===== src/rtl/hit_damage_ctrl.sv =====
// Attack/damage controller for one fighter: key edge -> windup -> hitbox test -> hit strobe -> cooldown.
// Tracks the victim's damage percent and the damage-scaled knockback distance.
module hit_damage_ctrl #(
    parameter logic [7:0]  ATTACK_KEY    = 8'h2C,
    parameter int unsigned WINDUP_FRAMES = 4,
    parameter int unsigned HIT_FRAMES    = 6,
    parameter int unsigned COOL_FRAMES   = 20,
    parameter int unsigned REACH         = 20,
    parameter int unsigned DMG_PER_HIT   = 12,
    parameter int unsigned DMG_MAX       = 999,
    parameter int unsigned KB_BASE       = 64,
    parameter int unsigned KB_SCALE      = 8
) (
    input  logic        frame_clk,
    input  logic        Reset_n,
    input  logic [7:0]  keycode_1,
    input  logic [7:0]  keycode_2,
    input  logic [7:0]  keycode_3,
    input  logic [7:0]  keycode_4,
    input  logic [9:0]  AtkX,
    input  logic [9:0]  AtkY,
    input  logic [9:0]  AtkW,
    input  logic [9:0]  AtkH,
    input  logic [9:0]  VicX,
    input  logic [9:0]  VicY,
    input  logic [9:0]  VicW,
    input  logic [9:0]  VicH,
    input  logic        vic_death,
    output logic        hit,
    output logic [12:0] launch_dist,
    output logic [9:0]  damage,
    output logic        attacking,
    output logic [2:0]  fsm_state
);

    localparam logic [2:0] S_IDLE   = 3'd0;
    localparam logic [2:0] S_WINDUP = 3'd1;
    localparam logic [2:0] S_ACTIVE = 3'd2;
    localparam logic [2:0] S_HIT    = 3'd3;
    localparam logic [2:0] S_COOL   = 3'd4;

    logic [2:0]  state, state_d;
    logic [5:0]  cnt, cnt_d;
    logic        key_prev, press, press_edge;
    logic [9:0]  damage_d, dmg_new;
    logic [12:0] launch_d, launch_new;
    logic [10:0] dmg_sum;
    logic [16:0] kb_sum;
    logic [11:0] atk_l, atk_r, atk_b, vic_r, vic_b;
    logic        overlap;

    assign press = (keycode_1 == ATTACK_KEY) || (keycode_2 == ATTACK_KEY) ||
                   (keycode_3 == ATTACK_KEY) || (keycode_4 == ATTACK_KEY);
    assign press_edge = press && !key_prev;
    assign fsm_state  = state;

    // 12-bit sums so X+W+REACH cannot wrap; the left edge clamps at 0 instead of underflowing.
    assign atk_l = ({2'b00, AtkX} >= 12'(REACH)) ? ({2'b00, AtkX} - 12'(REACH)) : 12'd0;
    assign atk_r = {2'b00, AtkX} + {2'b00, AtkW} + 12'(REACH);
    assign atk_b = {2'b00, AtkY} + {2'b00, AtkH};
    assign vic_r = {2'b00, VicX} + {2'b00, VicW};
    assign vic_b = {2'b00, VicY} + {2'b00, VicH};
    assign overlap = (atk_l < vic_r) && ({2'b00, VicX} < atk_r) &&
                     ({2'b00, AtkY} < vic_b) && ({2'b00, VicY} < atk_b);

    assign dmg_sum    = {1'b0, damage} + 11'(DMG_PER_HIT);
    assign dmg_new    = (dmg_sum > 11'(DMG_MAX)) ? 10'(DMG_MAX) : dmg_sum[9:0];
    assign kb_sum     = 17'(KB_BASE) + 17'(KB_SCALE) * {7'd0, dmg_new};
    assign launch_new = (kb_sum > 17'd8191) ? 13'h1FFF : kb_sum[12:0];

    always_comb begin
        state_d  = state;
        cnt_d    = cnt;
        damage_d = damage;
        launch_d = launch_dist;
        case (state)
            S_IDLE: begin
                if (press_edge) begin
                    state_d = S_WINDUP;
                    cnt_d   = 6'(WINDUP_FRAMES - 1);
                end
            end
            S_WINDUP: begin
                if (cnt == 6'd0) state_d = S_ACTIVE;
                else             cnt_d   = cnt - 6'd1;
            end
            S_ACTIVE: begin
                // A death on the connect frame cancels the hit outright.
                if (overlap && !vic_death) begin
                    state_d  = S_HIT;
                    cnt_d    = 6'(HIT_FRAMES - 1);
                    damage_d = dmg_new;
                    launch_d = launch_new;
                end else begin
                    state_d = S_COOL;
                    cnt_d   = 6'(COOL_FRAMES - 1);
                end
            end
            S_HIT: begin
                if (vic_death || cnt == 6'd0) begin
                    state_d = S_COOL;
                    cnt_d   = 6'(COOL_FRAMES - 1);
                end else begin
                    cnt_d = cnt - 6'd1;
                end
            end
            S_COOL: begin
                if (cnt == 6'd0) state_d = S_IDLE;
                else             cnt_d   = cnt - 6'd1;
            end
            default: begin
                state_d = S_IDLE;
                cnt_d   = 6'd0;
            end
        endcase
        if (vic_death) begin
            damage_d = 10'd0;
            launch_d = 13'(KB_BASE);
        end
    end

    always_ff @(posedge frame_clk or negedge Reset_n) begin
        if (!Reset_n) begin
            state       <= S_IDLE;
            cnt         <= 6'd0;
            key_prev    <= 1'b0;
            damage      <= 10'd0;
            launch_dist <= 13'(KB_BASE);
            hit         <= 1'b0;
            attacking   <= 1'b0;
        end else begin
            state       <= state_d;
            cnt         <= cnt_d;
            key_prev    <= press;
            damage      <= damage_d;
            launch_dist <= launch_d;
            hit         <= (state_d == S_HIT);
            attacking   <= (state_d == S_WINDUP) || (state_d == S_ACTIVE);
        end
    end

endmodule

===== config.mk =====
export PLATFORM = sky130hd
export DESIGN_NAME = hit_damage_ctrl
export DESIGN_NICKNAME = d
export VERILOG_FILES = /design/src/rtl/hit_damage_ctrl.sv
export SDC_FILE = /design/constraint.sdc
export NUM_CORES = 1
export LEC_CHECK = 0
export CAP_MARGIN = 15
export CELL_PAD_IN_SITES_DETAIL_PLACEMENT = 0
export CELL_PAD_IN_SITES_GLOBAL_PLACEMENT = 1
export CORE_UTILIZATION = 38
export CTS_CLUSTER_SIZE = 28
export DETAILED_ROUTE_END_ITERATION = 6
export PLACE_DENSITY = 0.92
export SYNTH_ARGS = -nofsm -noshare
export SYNTH_HDL_FRONTEND = slang
export SYNTH_SLANG_ARGS = --single-unit

===== constraint.sdc =====
create_clock -name frame_clk -period 8.3 [get_ports frame_clk]
set_input_delay 1.66 -clock frame_clk [delete_from_list [all_inputs] [get_ports frame_clk]]
set_output_delay 1.66 -clock frame_clk [all_outputs]
set_load 0.03 [all_outputs]

======== Word-level counts from Yosys, hierarchy flattened ========
Cells that the tools add are included.
word-level totals
  flip-flop bits (word level) ............. 35
  bits in latches ......................... 0
  RAM bits ................................ 0
  memory bits (read-only) ................. 0
  bits of input ports ..................... 115
  output and inout bits ................... 28
  word-level logic and storage cells ...... 75
  memories ................................ 0
cells by class
  add/subtract/negate cells ............... 9
  multipliers ............................. 0
  divide/modulo/power cells ............... 0
  $lt $le $gt $ge ......................... 7
  equality and inequality tests ........... 13
  shift-type cells ........................ 0
  multiplexer cells ....................... 20
  bitwise gates (word level) .............. 0
  reduce and logical (&&, ||, !) cells .... 19
operator list
  operator                 number
  $mux W13                 4
  $add A10 B10 Y11         4
  $mux W10                 4
  $eq A8 B6 Y1 const B     4
  $pmux W6 S4              1
  $lt A10 B11 Y1           2
  $mux W6                  3
  $mux W3                  5
  $pmux W3 S5              1
  $add A7 B13 Y14 const A  1
  $gt A14 B13 Y1 const B   1
  $add A11 B5 Y12 const B  1
  $eq A3 B2 Y1 const B     4
  $lt A10 B12 Y1           1
  $lt A12 B11 Y1           1
  $mux W12                 1
  $add A10 B4 Y11 const B  1
  $gt A11 B10 Y1 const B   1
  $sub A10 B5 Y11 const B  1
  $ge A10 B5 Y1 const B    1
  $eq A3 B1 Y1 const B     2
  $logic_not A6 Y1         1
  $sub A6 B1 Y6 const B    1
  $logic_and A1 B1 Y1      5
  other kinds (9)          17

======== Logic depth before layout (Yosys ltp) ========
  word-level depth ........................ 11
  gate-level depth with buffers ........... 20
  depth with buffers taken out ............ 19

======== Worst setup path before layout ========
No wires, ideal clock.
  path type ............................... input-to-reg
  start point ............................. input AtkY[0]
  end point ............................... register state[2] (netlist: fsm_state[2])
  setup time .............................. 126 ps
  arrival ................................. 5115 ps
  required time ........................... 8174 ps
  path slack .............................. 3059 ps
  stages on the path ...................... 18
  buffers on the path ..................... 1
  path through ............................ ha_1 inv_1 fa_1 nor2b_1 o31ai_1 nand2b_1 a21o_1 a21o_1 a21oi_1 xor2_1 ha_1 a2111o_1 or4_1 o2111ai_2 and4_1 buf_4 a211oi_1 a221o_1
between the ends
  word-level cells in the longest chain between the ends .. 6
  elaborated cells between the ends (all ways) .. 8
  those cells by class .................... add/sub: 1; order compare: 2; mux: 2; reduce/logical: 3
ends and longest elaborated chain
  what                                                   RTL line  source
  start, declared                                        21        input logic [9:0] AtkY,
  $add A10 B10 Y11 or $lt A10 B11 Y1 (tied branches)     60, 64
  $lt A10 B11 Y1 or $logic_and A1 B1 Y1 (tied branches)  64, 63
  $logic_and A1 B1 Y1 (*)                                64        ({2'b00, AtkY} < vic_b) && ({2'b00, VicY} < atk_b);
  $logic_and A1 B1 Y1 (*)                                89        if (overlap && !vic_death) begin
  $mux W3 (*)                                            89
  $pmux W3 S5 (*)                                        76        case (state)
  named net state_d[2]                                   42        logic [2:0] state, state_d;
  end signal, assigned                                   132       state <= state_d;
  end, declared                                          42
Mark *: on every way through the listed nets, which the timed path passes. The rest lies on a longest branch.
A chain may end at the register's enable or synchronous reset.

======== Worst setup path after layout ========
  start point ............................. input AtkY[0]
  end point ............................... register damage[7]
between the ends
  word-level cells in the longest chain between the ends .. 6
  elaborated cells between the ends (all ways) .. 8
  those cells by class .................... add/sub: 1; order compare: 2; reduce/logical: 5
ends and longest elaborated chain
  what                                                   RTL line  source
  $add A10 B10 Y11 or $lt A10 B11 Y1 (tied branches)     60, 64
  $lt A10 B11 Y1 or $logic_and A1 B1 Y1 (tied branches)  64, 63
  $logic_and A1 B1 Y1 (*)                                64
  $logic_and A1 B1 Y1 (*)                                89
  $reduce_bool A2 Y1 (no source line) (*)                --
  $reduce_and A2 Y1 (no source line) (*)                 --
  end signal, assigned                                   135       damage <= damage_d;
  end, declared                                          31        output logic [9:0] damage,
Mark *: on every way between the ends. The rest lies on a longest branch, timed or not.

==> results_dict.tcl <==
set metrics [dict create \
    synth_top_family_by_area "adder cells" \
    finalHoldViolCount 0 \
    crit_arrival_ns 6.16 \
    cts_max_level 2 \
    cts_tree "yes" \
    antenna_found_initial 0 \
    clock_skew_ns 0.00357 \
    grt_pass1_vias 4955 \
    synth.yosys.warnings 0 \
    startpoint_type "input port" \
    postSynthAreaPerCell_um2 8.20 \
    period_needed_ns 6.02 \
    num_antenna_cells 0 \
    post-synth-top-area-cell "ha_1" \
    relSlewSlack_pct 36.2 \
    route.vias.total 4954 \
    cp.required_ns 8.44 \
    postCtsSetupRepairBufs 0 \
    max_cap_viol_count 0 \
    drv_slew 0 \
    ys_seq_area_share_pct 17.1 \
    p_sw_share_pct 40.6 \
    synthMuxAreaShare_pct 1.06 \
    drtPass1Iterations 4 \
    status "completed" \
    comb_power_share_pct 55.3 \
    final.period_utilization_pct 72.5 \
    wl_per_cell_um 15.6 \
    ys.flop_type "dfrtp_1" \
    syn_area_um2 4840 \
    switchingPower_mw 0.406 \
    insertion_delay_ns 0.28 \
    seqCellArea_um2 827 \
    ir_drop_mv 0.169 \
    nets 933 \
    p_int_mw 0.592 \
    max_freq_mhz 166 \
    worst_pin_slew_ns 0.955 \
    leakagePower_nw 2.80 \
    ios 143 \
    core_um2 12200 \
    postCtsHoldBufs 0 \
    drt_wl_total_mm 13.9 \
    ant_nets 0 \
    grt_usage_pct 21.3 \
    post_cts_resize_count 0 \
    synth_compound_area_share_pct 25.0 \
    tns_ns 0 \
    synth-async-reset-ratio_pct 100 \
    setup_viol 0 \
    clockRootBuffer "clkbuf_16" \
    p_seq_share_pct 22.9 \
    dp_hpwl_mm 11.3 \
    clock-sinks 33 \
    synth.area.top_cells "ha_1, dfrtp_1, a21oi_1" \
    drc 0 \
    first_iter_violations 239 \
    syn_inst 590 \
    grt_max_degree 34 \
    layout-drive-gt1-share_pct 3.18 \
    vias_per_cell 5.56 \
    yosysTopAreaCellShare_pct 23.8 \
    p_clk_share_pct 21.8 \
    synthSimpleGateAreaFrac_pct 19.6 \
    syn_to_final_growth_pct 35.3 \
    die_area_um2 13200 \
    worstSetupEndpointType "flop" \
    ys_seq_elements 33 \
    die_h_um 115 \
    critPathKind "in -> reg" \
    numPortBuffers 142 \
    cts.clk_slew.worst_paths_ns 0.05 \
    cts_buffers 5 \
    clockBufferDepth 2 \
    synthDistinctLibCells 68 \
    cp_max_fo 27 \
    synth_edf_count 0 \
    cellPowerDensity_nw_per_um2 152 \
    rows 40 \
    fillCellCount 1172 \
    globalRouteOverflowTotal 0 \
    synth_fa_ha_area_share_pct 25.4 \
    multiInputGateArea_um2 3780 \
    hold_class "reg -> reg" \
    utilization_pct 53.6 \
    start_util_pct 39.6 \
    grt_pass1_wl_mm 22.8 \
    yosysMostFrequentCell "ha_1" \
    gp_congestion 0.919 \
    die_x_um 115 \
    synth_fp_nets 801 \
    rsz0062_at_grt "no" \
    synthXorXnorAreaFrac_pct 7.06 \
    yosys-top-cells-count "ha_1, a21oi_1, nor2_1, nand2_1, o21ai_0" \
]
[cell type report]
type / instances / area share, %
inverter: 33 / 1.89
clock buffer: 7 / 2.18
sequential: 33 / 12.6
multi-input combinational: 506 / 57.8
timing repair buffer: 143 / 21.8
clock inverter: 1 / 0.459
tap: 168 / 3.21
[power by group through the flow]
stage	Combinational (mW)	Clock, mW	Sequential [mW]
after floorplan	0.368	0	0.233
after global placement	0.527	0	0.229
after detailed placement	0.547	0	0.229
after CTS	0.552	0.220	0.228
after global routing	0.619	0.228	0.234
final	0.552	0.217	0.229
[state kept, by name, indices dropped and copies added, names as in the netlist]
name	cells
attacking	1
cnt	6
damage	10
fsm_state	3
hit	1
key_prev	1
launch_dist	11
[worst max-delay path: stages]
cell             delay [ns]
clkdlybuf4s50_1        0.42
ha_1                   0.22
inv_1                  0.07
fa_1                   0.20
nor2b_1                0.07
o31ai_1                0.37
nand2b_1               0.11
a21o_1                 0.21
a21o_1                 0.17
a21oi_1                0.18
xor2_1                 0.18
ha_1                   0.26
a2111o_1               0.41
or4_1                  0.54
o2111ai_2              0.14
nand4_4                0.40
a2111oi_1              0.53
[layer usage]
metal / GRT usage [%] / wire (um)
met5: 0 / 0
met4: 6.41 / 267
met3: 2.32 / 648
met2: 38.0 / 6610
met1: 26.9 / 6380
[metrics by stage]
stage	cell area [um^2]	setup WS (ns)	cells	hold WS, ns	total power, mW
floorplan	4840	3.06	590	0.463	0.602
global placement	6370	2.20	883	0.488	0.756
detailed placement	6370	2.01	883	0.509	0.777
CTS	6550	2.26	891	0.522	1.00
global route	6550	1.88	891	0.556	1.08
finish	6550	2.28	891	0.516	0.998
[placed cells by master, fill, tap and decap left out, types with 3 or more instances in the layout]
cell type | Yosys | layout
nand3_1 | 15 | 15
o31ai_1 | 3 | 3
o22ai_1 | 3 | 3
fa_1 | 4 | 4
ha_1 | 92 | 92
a211oi_1 | 8 | 8
dfrtp_1 | 32 | 32
o21a_1 | 6 | 6
nor2b_1 | 10 | 10
a21o_1 | 19 | 19
xnor2_1 | 22 | 22
clkbuf_16 | 0 | 5
mux2i_1 | 4 | 4
nor4_1 | 8 | 8
a32o_1 | 3 | 3
and2_1 | 4 | 4
o211ai_1 | 3 | 3
nand4_1 | 12 | 12
a21oi_1 | 60 | 60
or3_1 | 5 | 5
xor2_1 | 17 | 17
nand2_1 | 37 | 37
nor2_1 | 41 | 41
clkdlybuf4s50_1 | 0 | 142
and3_1 | 3 | 3
a211o_1 | 4 | 4
o21ai_0 | 36 | 36
a31oi_1 | 4 | 4
nor4b_1 | 5 | 5
inv_1 | 32 | 32
a21oi_2 | 3 | 3
nand2b_1 | 10 | 10
o21bai_1 | 6 | 6
nor3_1 | 19 | 19
[cells by family after synthesis]
| family | after synthesis |
|---|---|
| compound gates | 185 |
| xor+xnor | 39 |
| fa+ha+maj | 96 |
| buf+inv | 51 |
| flops | 33 |
| mux | 5 |
| simple gates | 181 |
[final timing paths]
| path | cells past startpoint | startpoint | end | slack, ns |
|---|---|---|---|---|
| hold reg to reg | 2 | launch_dist[6] | launch_dist[6] | 0.52 |
| max in group asynchronous | 2 | Reset_n | launch_dist[6] | 6.16 |
| setup reg to reg | 13 | damage[2] | launch_dist[12] | 5.02 |
| setup / recovery | 17 | AtkY[0] | damage[7] | 2.28 |
| hold / removal | 2 | launch_dist[6] | launch_dist[6] | 0.52 |
| min in group asynchronous | 2 | Reset_n | damage[4] | 1.80 |
No activity file was read; power rests on OpenSTA's default activity.
